**src/rtl/mulu_seq_pkg.sv**
```systemverilog
// mulu_seq shared package: FSM state encoding, default operand widths and
// the counter-width helper used by the controller.
package mulu_seq_pkg;

   localparam int X_WIDTH_DEF = 4;
   localparam int Y_WIDTH_DEF = 4;

   typedef enum logic [1:0] {
      ST_IDLE = 2'd0,
      ST_RUN  = 2'd1,
      ST_DONE = 2'd2
   } state_t;

   // Smallest r with 2**r >= value; sizes the iteration counter.
   function automatic int clog2(input int value);
      int r;
      r = 32'sd0;
      while ((32'sd1 <<< r) < value) begin
         r = r + 32'sd1;
      end
      return r;
   endfunction

endpackage

```
**src/rtl/mulu_seq_ctrl.sv**
```systemverilog
// mulu_seq_ctrl: three-state controller (IDLE/RUN/DONE) for the sequential
// multiplier. Owns the iteration counter and the registered rdy/busy flags,
// and tells the datapath when to capture operands, step and finish.
module mulu_seq_ctrl
   import mulu_seq_pkg::*;
#(
   parameter int Y_WIDTH = Y_WIDTH_DEF
) (
   input  logic clk,
   input  logic reset,
   input  logic start,
   output logic load,
   output logic step,
   output logic last,
   output logic rdy,
   output logic busy
);

   localparam int CNT_W = clog2(Y_WIDTH + 1);
   localparam logic [CNT_W-1:0] CNT_LAST = CNT_W'(Y_WIDTH - 1);

   state_t           state_r, state_nx_s;
   logic [CNT_W-1:0] cnt_r, cnt_nx_s;
   logic             rdy_r, rdy_nx_s;
   logic             busy_r, busy_nx_s;
   logic             load_s;

   // State, counter and status flags; reset clears everything at once.
   always_ff @(posedge clk or negedge reset) begin
      if (!reset) begin
         state_r <= ST_IDLE;
         cnt_r   <= '0;
         rdy_r   <= 1'b0;
         busy_r  <= 1'b0;
      end else begin
         state_r <= state_nx_s;
         cnt_r   <= cnt_nx_s;
         rdy_r   <= rdy_nx_s;
         busy_r  <= busy_nx_s;
      end
   end

   // Next-state logic: start is only honoured outside RUN.
   always_comb begin
      state_nx_s = state_r;
      cnt_nx_s   = cnt_r;
      rdy_nx_s   = rdy_r;
      busy_nx_s  = busy_r;
      load_s     = 1'b0;
      case (state_r)
         ST_IDLE, ST_DONE: begin
            if (start) begin
               state_nx_s = ST_RUN;
               cnt_nx_s   = '0;
               rdy_nx_s   = 1'b0;
               busy_nx_s  = 1'b1;
               load_s     = 1'b1;
            end else begin
               state_nx_s = state_r;
            end
         end
         ST_RUN: begin
            if (cnt_r == CNT_LAST) begin
               state_nx_s = ST_DONE;
               rdy_nx_s   = 1'b1;
               busy_nx_s  = 1'b0;
            end else begin
               cnt_nx_s = cnt_r + CNT_W'(1);
            end
         end
         default: begin
            state_nx_s = ST_IDLE;
            cnt_nx_s   = '0;
            rdy_nx_s   = 1'b0;
            busy_nx_s  = 1'b0;
         end
      endcase
   end

   assign load = load_s;
   assign step = (state_r == ST_RUN);
   assign last = (state_r == ST_RUN) && (cnt_r == CNT_LAST);
   assign rdy  = rdy_r;
   assign busy = busy_r;

endmodule

```
**src/rtl/mulu_seq.sv**
```systemverilog
// mulu_seq: sequential shift-add multiplier, one multiplier bit per cycle,
// LSB first; result appears exactly Y_WIDTH cycles after the accepting edge.
// Optional feature macro: MULU_SEQ_SIGNED_EN adds the sgn/s ports and
// two's-complement operation (magnitudes multiplied, result negated at the end).
module mulu_seq
   import mulu_seq_pkg::*;
#(
   parameter int X_WIDTH = X_WIDTH_DEF,
   parameter int Y_WIDTH = Y_WIDTH_DEF
) (
   input  logic                       clk,
   input  logic                       reset,
   input  logic                       start,
   input  logic [X_WIDTH-1:0]         x,
   input  logic [Y_WIDTH-1:0]         y,
`ifdef MULU_SEQ_SIGNED_EN
   input  logic                       sgn,
   output logic                       s,
`endif
   output logic [X_WIDTH+Y_WIDTH-1:0] p,
   output logic                       rdy,
   output logic                       busy
);

   localparam int P_W = X_WIDTH + Y_WIDTH;

   logic               load_s, step_s, last_s;
   logic [X_WIDTH-1:0] x_mag_s;
   logic [Y_WIDTH-1:0] y_mag_s;
   logic [P_W-1:0]     mcand_r;
   logic [Y_WIDTH-1:0] mplier_r;
   logic [P_W-1:0]     acc_r, acc_next_s, p_next_s, p_r;
`ifdef MULU_SEQ_SIGNED_EN
   logic               neg_s, neg_r, s_r;
`endif

   mulu_seq_ctrl #(
      .Y_WIDTH(Y_WIDTH)
   ) u_ctrl (
      .clk  (clk),
      .reset(reset),
      .start(start),
      .load (load_s),
      .step (step_s),
      .last (last_s),
      .rdy  (rdy),
      .busy (busy)
   );

   // Operand magnitudes to capture; in signed mode negatives are flipped so the
   // core loop is always unsigned (most negative value maps to 2**(W-1)).
   always_comb begin
      x_mag_s = x;
      y_mag_s = y;
`ifdef MULU_SEQ_SIGNED_EN
      neg_s = 1'b0;
      if (sgn) begin
         if (x[X_WIDTH-1]) begin
            x_mag_s = -x;
         end else begin
            x_mag_s = x;
         end
         if (y[Y_WIDTH-1]) begin
            y_mag_s = -y;
         end else begin
            y_mag_s = y;
         end
         neg_s = x[X_WIDTH-1] ^ y[Y_WIDTH-1];
      end else begin
         neg_s = 1'b0;
      end
`endif
   end

   // One shift-add step: add the shifted multiplicand when the current bit is 1.
   always_comb begin
      acc_next_s = acc_r;
      if (mplier_r[0]) begin
         acc_next_s = acc_r + mcand_r;
      end else begin
         acc_next_s = acc_r;
      end
`ifdef MULU_SEQ_SIGNED_EN
      if (neg_r) begin
         p_next_s = -acc_next_s;
      end else begin
         p_next_s = acc_next_s;
      end
`else
      p_next_s = acc_next_s;
`endif
   end

   // Datapath registers: capture on accept, iterate in RUN, publish p on the last step.
   always_ff @(posedge clk or negedge reset) begin
      if (!reset) begin
         mcand_r  <= '0;
         mplier_r <= '0;
         acc_r    <= '0;
         p_r      <= '0;
`ifdef MULU_SEQ_SIGNED_EN
         neg_r    <= 1'b0;
         s_r      <= 1'b0;
`endif
      end else if (load_s) begin
         mcand_r  <= {{Y_WIDTH{1'b0}}, x_mag_s};
         mplier_r <= y_mag_s;
         acc_r    <= '0;
`ifdef MULU_SEQ_SIGNED_EN
         neg_r    <= neg_s;
`endif
      end else if (step_s) begin
         acc_r    <= acc_next_s;
         mcand_r  <= {mcand_r[P_W-2:0], 1'b0};
         mplier_r <= {1'b0, mplier_r[Y_WIDTH-1:1]};
         if (last_s) begin
            p_r <= p_next_s;
`ifdef MULU_SEQ_SIGNED_EN
            s_r <= neg_r && (acc_next_s != '0);
`endif
         end else begin
            p_r <= p_r;
         end
      end else begin
         acc_r <= acc_r;
      end
   end

   assign p = p_r;
`ifdef MULU_SEQ_SIGNED_EN
   assign s = s_r;
`endif

endmodule

```
**config.mk**
```make
export PLATFORM = sky130hd
export DESIGN_NAME = mulu_seq
export DESIGN_NICKNAME = d
export VERILOG_FILES = /design/src/rtl/mulu_seq_pkg.sv /design/src/rtl/mulu_seq_ctrl.sv /design/src/rtl/mulu_seq.sv
export SDC_FILE = /design/constraint.sdc
export NUM_CORES = 1
export LEC_CHECK = 0
export ABC_AREA = 0
export CORE_MARGIN = 8
export CORE_UTILIZATION = 48
export CTS_BUF_LIST = sky130_fd_sc_hd__clkbuf_4 sky130_fd_sc_hd__clkbuf_8
export CTS_CLUSTER_SIZE = 8
export DETAILED_ROUTE_END_ITERATION = 10
export PLACE_DENSITY_LB_ADDON = 0.25
export SLEW_MARGIN = 40
export SYNTH_ARGS = -nofsm -noshare
export SYNTH_HDL_FRONTEND = slang
export SYNTH_SLANG_ARGS = --single-unit
```
**constraint.sdc**
```tcl
create_clock -name clk -period 3.3 [get_ports clk]
set_input_delay 0.495 -clock clk [delete_from_list [all_inputs] [get_ports clk]]
set_output_delay 0.495 -clock clk [all_outputs]
set_load 0.05 [all_outputs]
```
---- Word-level counts from Yosys, hierarchy flattened ----
Index checks and enable logic that the tools add are counted.
storage, ports and cells
  memory bits (read-only) ................. 0
  input port bits ......................... 11
  word-level logic and storage cells ...... 45
  output and inout port bits .............. 10
  memory bits (writable) .................. 0
  latch bits .............................. 0
  memories ................................ 0
  register bits after elaboration ......... 35
cells by class
  reductions and logical operators ........ 7
  div/mod/pow operators ................... 0
  $mul .................................... 0
  mux-type cells .......................... 21
  $add $sub $neg .......................... 2
  shift-type cells ........................ 0
  $lt $le $gt $ge ......................... 0
  equal/unequal tests ..................... 6
  bitwise gates (word level) .............. 1
operator list
  kind                   number
  $mux W8                5
  $add A8 B8 Y8          1
  $mux W4                2
  $mux W1                6
  $mux W3                2
  $pmux W3 S2            1
  $mux W2                2
  $ne A2 B2 Y1 const B   2
  $pmux W1 S2            2
  $pmux W2 S2            1
  $reduce_and A2 Y1      2
  $add A3 B1 Y3 const B  1
  $eq A3 B2 Y1 const B   1
  $reduce_and A3 Y1      1
  $eq A2 B1 Y1 const B   1
  $eq A2 B2 Y1 const B   1
  $logic_not A2 Y1       1
  $ne A2 B1 Y1 const B   1
  $reduce_bool A2 Y1     1
  $reduce_or A2 Y1       1
  $logic_and A1 B1 Y1    1
  $not A1 Y1             1

---- Longest topological paths before layout ----
Gate-level depths: netlist (run 1).
  depth after elaboration ................. 5
  depth in mapped cells ................... 8
  depth with buffers taken out ............ 8

---- Hierarchy ----
From an unflattened synthesis (run 1), not the netlist that was laid out.
unflattened totals
  cell total of the unflattened synthesis .. 186
  area, all modules ....................... 1825.5 sq um
modules (own cells, without submodules)
  module         area an instance (sq um)  times used  sequential area each (sq um)  cells an instance
  mulu_seq       1517.7                    1           700.7                         159
  mulu_seq_ctrl  307.8                     1           150.1                         27

---- Worst setup path after synthesis (run 1) ----
OpenSTA, ideal clock, no wires.
  path kind ............................... register to register
  start point ............................. register mcand_r[0]
  end point ............................... register p_r[6] (netlist: p[6])
  path slack .............................. 1.391 ns
  buffers on the path ..................... 0
  stages on the path, launching flop included .. 9
  data required time ...................... 3.218 ns
  arrival ................................. 1.827 ns
  library setup time ...................... 0.082 ns
  period minus slack after synthesis ...... 1.909 ns
  path through ............................ dfrtp_1 > ha_1 > fa_1 > a21oi_1 > o21ai_1 > a21oi_1 > xnor2_1 > mux2i_1 > a31oi_1
on the way
  longest elaborated chain between the ends .. 2
ends and longest elaborated chain
  what                    line             text
  from (decl)             mulu_seq.sv:30   logic [P_W-1:0] mcand_r;
  from (signal assigned)  mulu_seq.sv:106  mcand_r <= {{Y_WIDTH{1'b0}}, x_mag_s};
  from (signal assigned)  mulu_seq.sv:114  mcand_r <= {mcand_r[P_W-2:0], 1'b0};
  $add A8 B8 Y8           mulu_seq.sv:79   acc_next_s = acc_r + mcand_r;
  $mux W8                 mulu_seq.sv:78   if (mplier_r[0]) begin
  to (signal assigned)    mulu_seq.sv:117  p_r <= p_next_s;
  to (signal assigned)    mulu_seq.sv:122  p_r <= p_r;
  to (decl)               mulu_seq.sv:32   logic [P_W-1:0] acc_r, acc_next_s, p_next_s, p_r;
No other way between the ends.
A chain may end at the register's enable or synchronous reset.

==> out/qor.yml, run 1 <==
status: "finished clean"
use_met3_pct: 3.84
synthFlopType: "dfrtp_1"
cp_slowest_cell: "clkdlybuf4s50_1"
postSynthCellCount: 191
layout-drive-gt1-share_pct: 6.25
critPathMaxFanout: 16
cts_tree: "built"
skew_ps: 4.54
period_share_pct: 75.7
antenna_found_initial: 0
synthTopCellsByCount: "dfrtp_1 (34), nand2_1 (31), o21ai_1 (20)"
path_cells: "clkdlybuf4s50_1"
grt_use_met2_pct: 19.5
vias: 1406
finalHoldViolations: 0
finalNetCount: 228
drv_cap: 0
post_cts_buffers: 0
clock_latency_ps: 290
power_leakage_uw: 0.000979
cts_resized: 0
drt-initial-drc-count: 93
yosysTopAreaCell: "dfrtp_1"
r2r_start: "u_ctrl.state_r[0]$_DFFE_PN0P_"
placedInstanceArea_um2: 2110
syn-num-nets: 212
stdcell_area_um2: 2200
root_buffer: "clkbuf_8"
critical-path-max-stage-delay_ps: 940
whs_endpoint: "p[3]$_DFFE_PN0P_"
overflow: 0
arrival_ps: 2000
regToRegSetupSlack_ps: 940
cts.htree.levels: 2
portBuffers: 20
ys_ff_latch: 34
gp_congestion: 0.838
synth_cell_types: 31
yosys_warnings: 0
area_delta_synth_final_pct: 16.6
maxSlewViolCount: 0
postRouteAntennaNets: 0
ys_seq_area_share_pct: 45.0
cts_buffers: 5
viasPerCell: 5.45
yosys-top-cells-area: "dfrtp_1 (45%), mux2i_1 (8.5%), nand2_1 (6.2%)"
cellPowerDensity_nw_per_um2: 1100
critPathBufInv: 1
firstDrtPassIters: 4
multi_input_comb_area_um2: 981
vdd_drop_max_uv: 474
drc: 0
max_slew_margin_pct: 52.0
critPathRequiredTime_ps: 2800
rr_worst_depth: 5
grt_pass1_vias: 1387
gr-max-usage-layer: "met2"
min_path_cells: 2
reg2reg_to: "acc_r[7]$_DFFE_PN0P_"
grt_pass1_wl_mm: 6.47
grt.total_usage_pct: 13.0
grt_max_degree: 35
seqCellArea_um2: 851
clk_pin_slew_ps: 70
clockBufferDepth: 2
hold_class: "flip-flop to flip-flop"
synth-async-reset-ratio_pct: 100
cts_hold_buffers: 0
path_class: "flip-flop to output port"
wl_per_cell_um: 14.7
cp_top_family: "buffers and inverters"
worstMarginPinSlew_ps: 721
crit_path_end_kind: "output port"
synth_most_common_cell: "dfrtp_1"
initial_core_util_pct: 48.7
hpwl_mm: 2.69
die_area_um2: 6200
drt_wl_total_mm: 3.78
io_pins: 21
finalSetupViolations: 0
core_um2: 3880
num_antenna_cells: 0
synth_top_area_share_pct: 45.0
startpoint_type: "flip-flop"
hp-start: "p[3]$_DFFE_PN0P_"
die_w_um: 78.8
die_h_um: 78.8
rows: 23
grt_setup_unrepaired: "false"
fillers: 333
avgSynthCellArea_um2: 9.90
clock.fmax_ghz: 0.400
clock-sinks: 34
syn_area_um2: 1890
synth_edf_count: 0
use_met1_pct: 16.8
final.setup.tns_ps: 0
period_needed_ps: 2500
==> where the power goes <==
part | internal [uW] | switching, uW | total (uW)
logic | 539 | 727 | 1270
registers | 599 | 227 | 827
clock network | 176 | 148 | 324
==> logic make-up (layout without fill, tap and decap cells) <==
| family | after synthesis | count (layout) | synth area share, % |
|---|---|---|---|
| AOI/OAI and AO/OA | 55 | 55 | 18.5 |
| xor gates and xnor gates | 6 | 6 | 2.78 |
| adders and majority gates | 10 | 10 | 7.02 |
| buffers and inverters | 14 | 31 | 3.11 |
| DFF | 34 | 34 | 45.0 |
| muxes | 21 | 21 | 11.4 |
| and+or+nand+nor | 51 | 51 | 12.1 |
==> per-layer routing <==
metal  vias up  wire length (um)
li1        707                 -
met1       663              1800
met4         0               100
met3        10               155
met2        26              1720
met5         -                 0
==> cell type report <==
cell class,instances,area share (%)
inverters,2,0.341
clock inverters,1,0.227
flip-flops and latches,34,38.6
repair buffers,21,9.42
well taps,50,2.84
clock buffers,7,4.09
multi-input cells,143,44.5
==> placed cells by master, fill, tap and decap left out, types with 6 or more instances in the layout <==
master	n
clkbuf_8	6
ha_1	9
dfrtp_1	34
a211oi_1	6
mux2i_1	16
o21ai_1	20
a22o_1	6
clkdlybuf4s50_1	20
nor2b_1	8
nand2_1	31
a21oi_1	13
==> per-stage QoR <==
step	util [%]	total power, uW	std cells	setup WS, ps	hold slack (ps)
6_report	56.7	2420	258	802	484
5_1_grt	56.7	2610	258	702	517
3_3_place_gp	54.3	2040	250	1080	465
2_1_floorplan	-	1790	191	1390	199
4_1_cts	56.7	2440	258	804	492
3_5_place_dp	54.3	2100	250	966	477
==> state kept, by name, summed over array words and instances (netlist names) <==
register / cells
u_ctrl.cnt_r: 3
mcand_r: 8
u_ctrl.state_r: 2
u_ctrl.busy: 1
mplier_r: 4
acc_r: 8
p: 8
==> how the worst max path moves through the flow <==
stage	from	endpoint	slack (ps)	cells after the start
6_report	u_ctrl.state_r[1]$_DFFE_PN0P_	rdy	800	1
5_1_grt	u_ctrl.state_r[0]$_DFFE_PN0P_	acc_r[7]$_DFFE_PN0P_	700	5
4_1_cts	u_ctrl.state_r[1]$_DFFE_PN0P_	rdy	800	1
3_5_place_dp	u_ctrl.state_r[0]$_DFFE_PN0P_	acc_r[7]$_DFFE_PN0P_	970	5
3_3_place_gp	u_ctrl.state_r[0]$_DFFE_PN0P_	acc_r[7]$_DFFE_PN0P_	1080	5
2_1_floorplan	mcand_r[0]$_DFFE_PN0P_	p[6]$_DFFE_PN0P_	1390	8
==> worst min-delay path, cell delays in order (launching register included) <==
cell and delay (ps):
dfrtp_1 340, nand2_1 50, o21ai_1 60
Note: power is estimated with default switching activity, not from simulation.
==> run 2, diff against run 1 <==
clock period = 2.5 ns   (was 3.3 ns; I/O delays follow)
==> out/qor.yml, run 2 (synthesized netlist as in run 1, its figures left out) <==
status: "finished clean"
seqCellArea_um2: 851
gp_congestion: 0.878
max_slew_margin_pct: 61.4
finalNonFillerCells: 262
drc: 0
combPwrFrac_pct: 55.7
fillers: 359
wl_per_cell_um: 14.8
cts_buffers: 5
clock-sinks: 34
critPathRequiredTime_ps: 2710
multi_input_comb_area_um2: 981
grt_max_degree: 35
postRouteAntennaNets: 0
finalHoldViolations: 0
worstMarginPinSlew_ps: 576
die_area_um2: 6200
drt-initial-drc-count: 104
portBuffers: 20
cellPowerDensity_nw_per_um2: 1440
final_common_cell: "dfrtp_1"
maxSlewViolCount: 0
final.setup.tns_ps: 0
path_class: "flip-flop to flip-flop"
arrival_ps: 2310
die_w_um: 78.8
hold_class: "flip-flop to flip-flop"
antenna_found_initial: 0
finalSetupViolations: 0
grt.total_usage_pct: 13.5
drv_cap: 0
num_antenna_cells: 0
clockBufferDepth: 2
io_pins: 21
crit_path_end_kind: "flip-flop"
overflow: 0
viasPerCell: 5.58
clock.fmax_ghz: 0.475
grt_setup_unrepaired: "false"
layout-drive-gt1-share_pct: 8.02
initial_core_util_pct: 48.7
root_buffer: "clkbuf_8"
area_delta_synth_final_pct: 18.0
die_h_um: 78.8
pwr-share-seq_pct: 31.9
rows: 23
core_um2: 3880
cts_resized: 0
hold_ws_ps: 480
vdd_drop_max_uv: 603
hpwl_mm: 2.82
clock_latency_ps: 280
post_cts_buffers: 0
vias: 1463
drt_wl_total_mm: 3.89
period_needed_ps: 2100
startpoint_type: "flip-flop"
final_cell_mix: "dfrtp_1 (34), nand2_1 (31), o21ai_1 (20), clkdlybuf4s50_1 (20), mux2i_1 (16)"
period_share_pct: 84.2
firstDrtPassIters: 5
switching_share_pct: 45.1
critPathMaxFanout: 4
intPower_uw: 1760
cts_tree: "built"
power_leakage_uw: 0.000998
cts.htree.levels: 2
dp_cells: 255
finalNetCount: 233
grt_pass1_wl_mm: 6.80
skew_ps: 2.71
clk_pin_slew_ps: 60
power_switching_uw: 1440
grt_pass1_vias: 1497
clkPwrFrac_pct: 12.4
cts_hold_buffers: 0
==> run 2: cell types whose count changed in the layout (fill, tap and decap cells not counted), sizes merged <==
cell | previous run | this run
clkinv | 1 | 0
buf | 1 | 6
==> run 2: metal layers <==
metal | vias to the layer above | part of all wire, % | GRT usage (%)
met5 | - | 0 | 0
met4 | 0 | 1.5 | 5.74
met3 | 6 | 5.1 | 4.29
met2 | 35 | 48 | 22.8
met1 | 705 | 45 | 15.5
li1 | 717 | - | -
==> run 2: path summary, 6_finish.rpt <==
| path | to | slack (ps) | startpoint | depth (start not counted) |
|---|---|---|---|---|
| setup / recovery | p[6]$_DFFE_PN0P_ | 400 | mcand_r[0]$_DFFE_PN0P_ | 8 |
| hold / removal | p[5]$_DFFE_PN0P_ | 480 | p[5]$_DFFE_PN0P_ | 2 |
| setup reg to reg | p[6]$_DFFE_PN0P_ | 400 | mcand_r[0]$_DFFE_PN0P_ | 8 |
| hold reg to reg | p[5]$_DFFE_PN0P_ | 480 | p[5]$_DFFE_PN0P_ | 2 |
| max in group asynchronous | mcand_r[0]$_DFFE_PN0P_ | 1680 | reset | 2 |
| min in group asynchronous | mcand_r[6]$_DFFE_PN0P_ | 500 | reset | 2 |
==> run 2: power by group through the flow <==
stage,sequential (uW),clock (uW),combinational (uW)
2_1_floorplan,1170,0,1190
3_3_place_gp,1010,0,1730
3_5_place_dp,1030,0,1790
4_1_cts,1020,411,1800
5_1_grt,1060,428,1990
6_report,1020,397,1790
==> run 2: critical path, stage by stage, from the launching register on <==
cell	delay (ps)
dfrtp_1	410
ha_1	260
fa_1	420
a21oi_1	220
o21ai_1	100
a21oi_1	170
xnor2_1	160
mux2i_1	110
a31oi_1	180
==> run 2: stage by stage <==
stage	instance area [um^2]	setup slack (ps)	total power, uW	utilization [%]
after floorplan	1890	591	2370	-
after detailed placement	2150	394	2820	55.3
after global routing	2230	240	3480	57.4
final	2230	395	3200	57.4
after global placement	2150	483	2740	55.3
after CTS	2230	386	3230	57.4
==> run 2: area by class of cell <==
class | count | share of cell area [%]
Clock buffer | 7 | 3.76
Timing Repair Buffer | 26 | 11.0
Sequential cell | 34 | 38.1
Inverter | 2 | 0.337
Tap cell | 50 | 2.80
Multi-Input combinational cell | 143 | 44.0
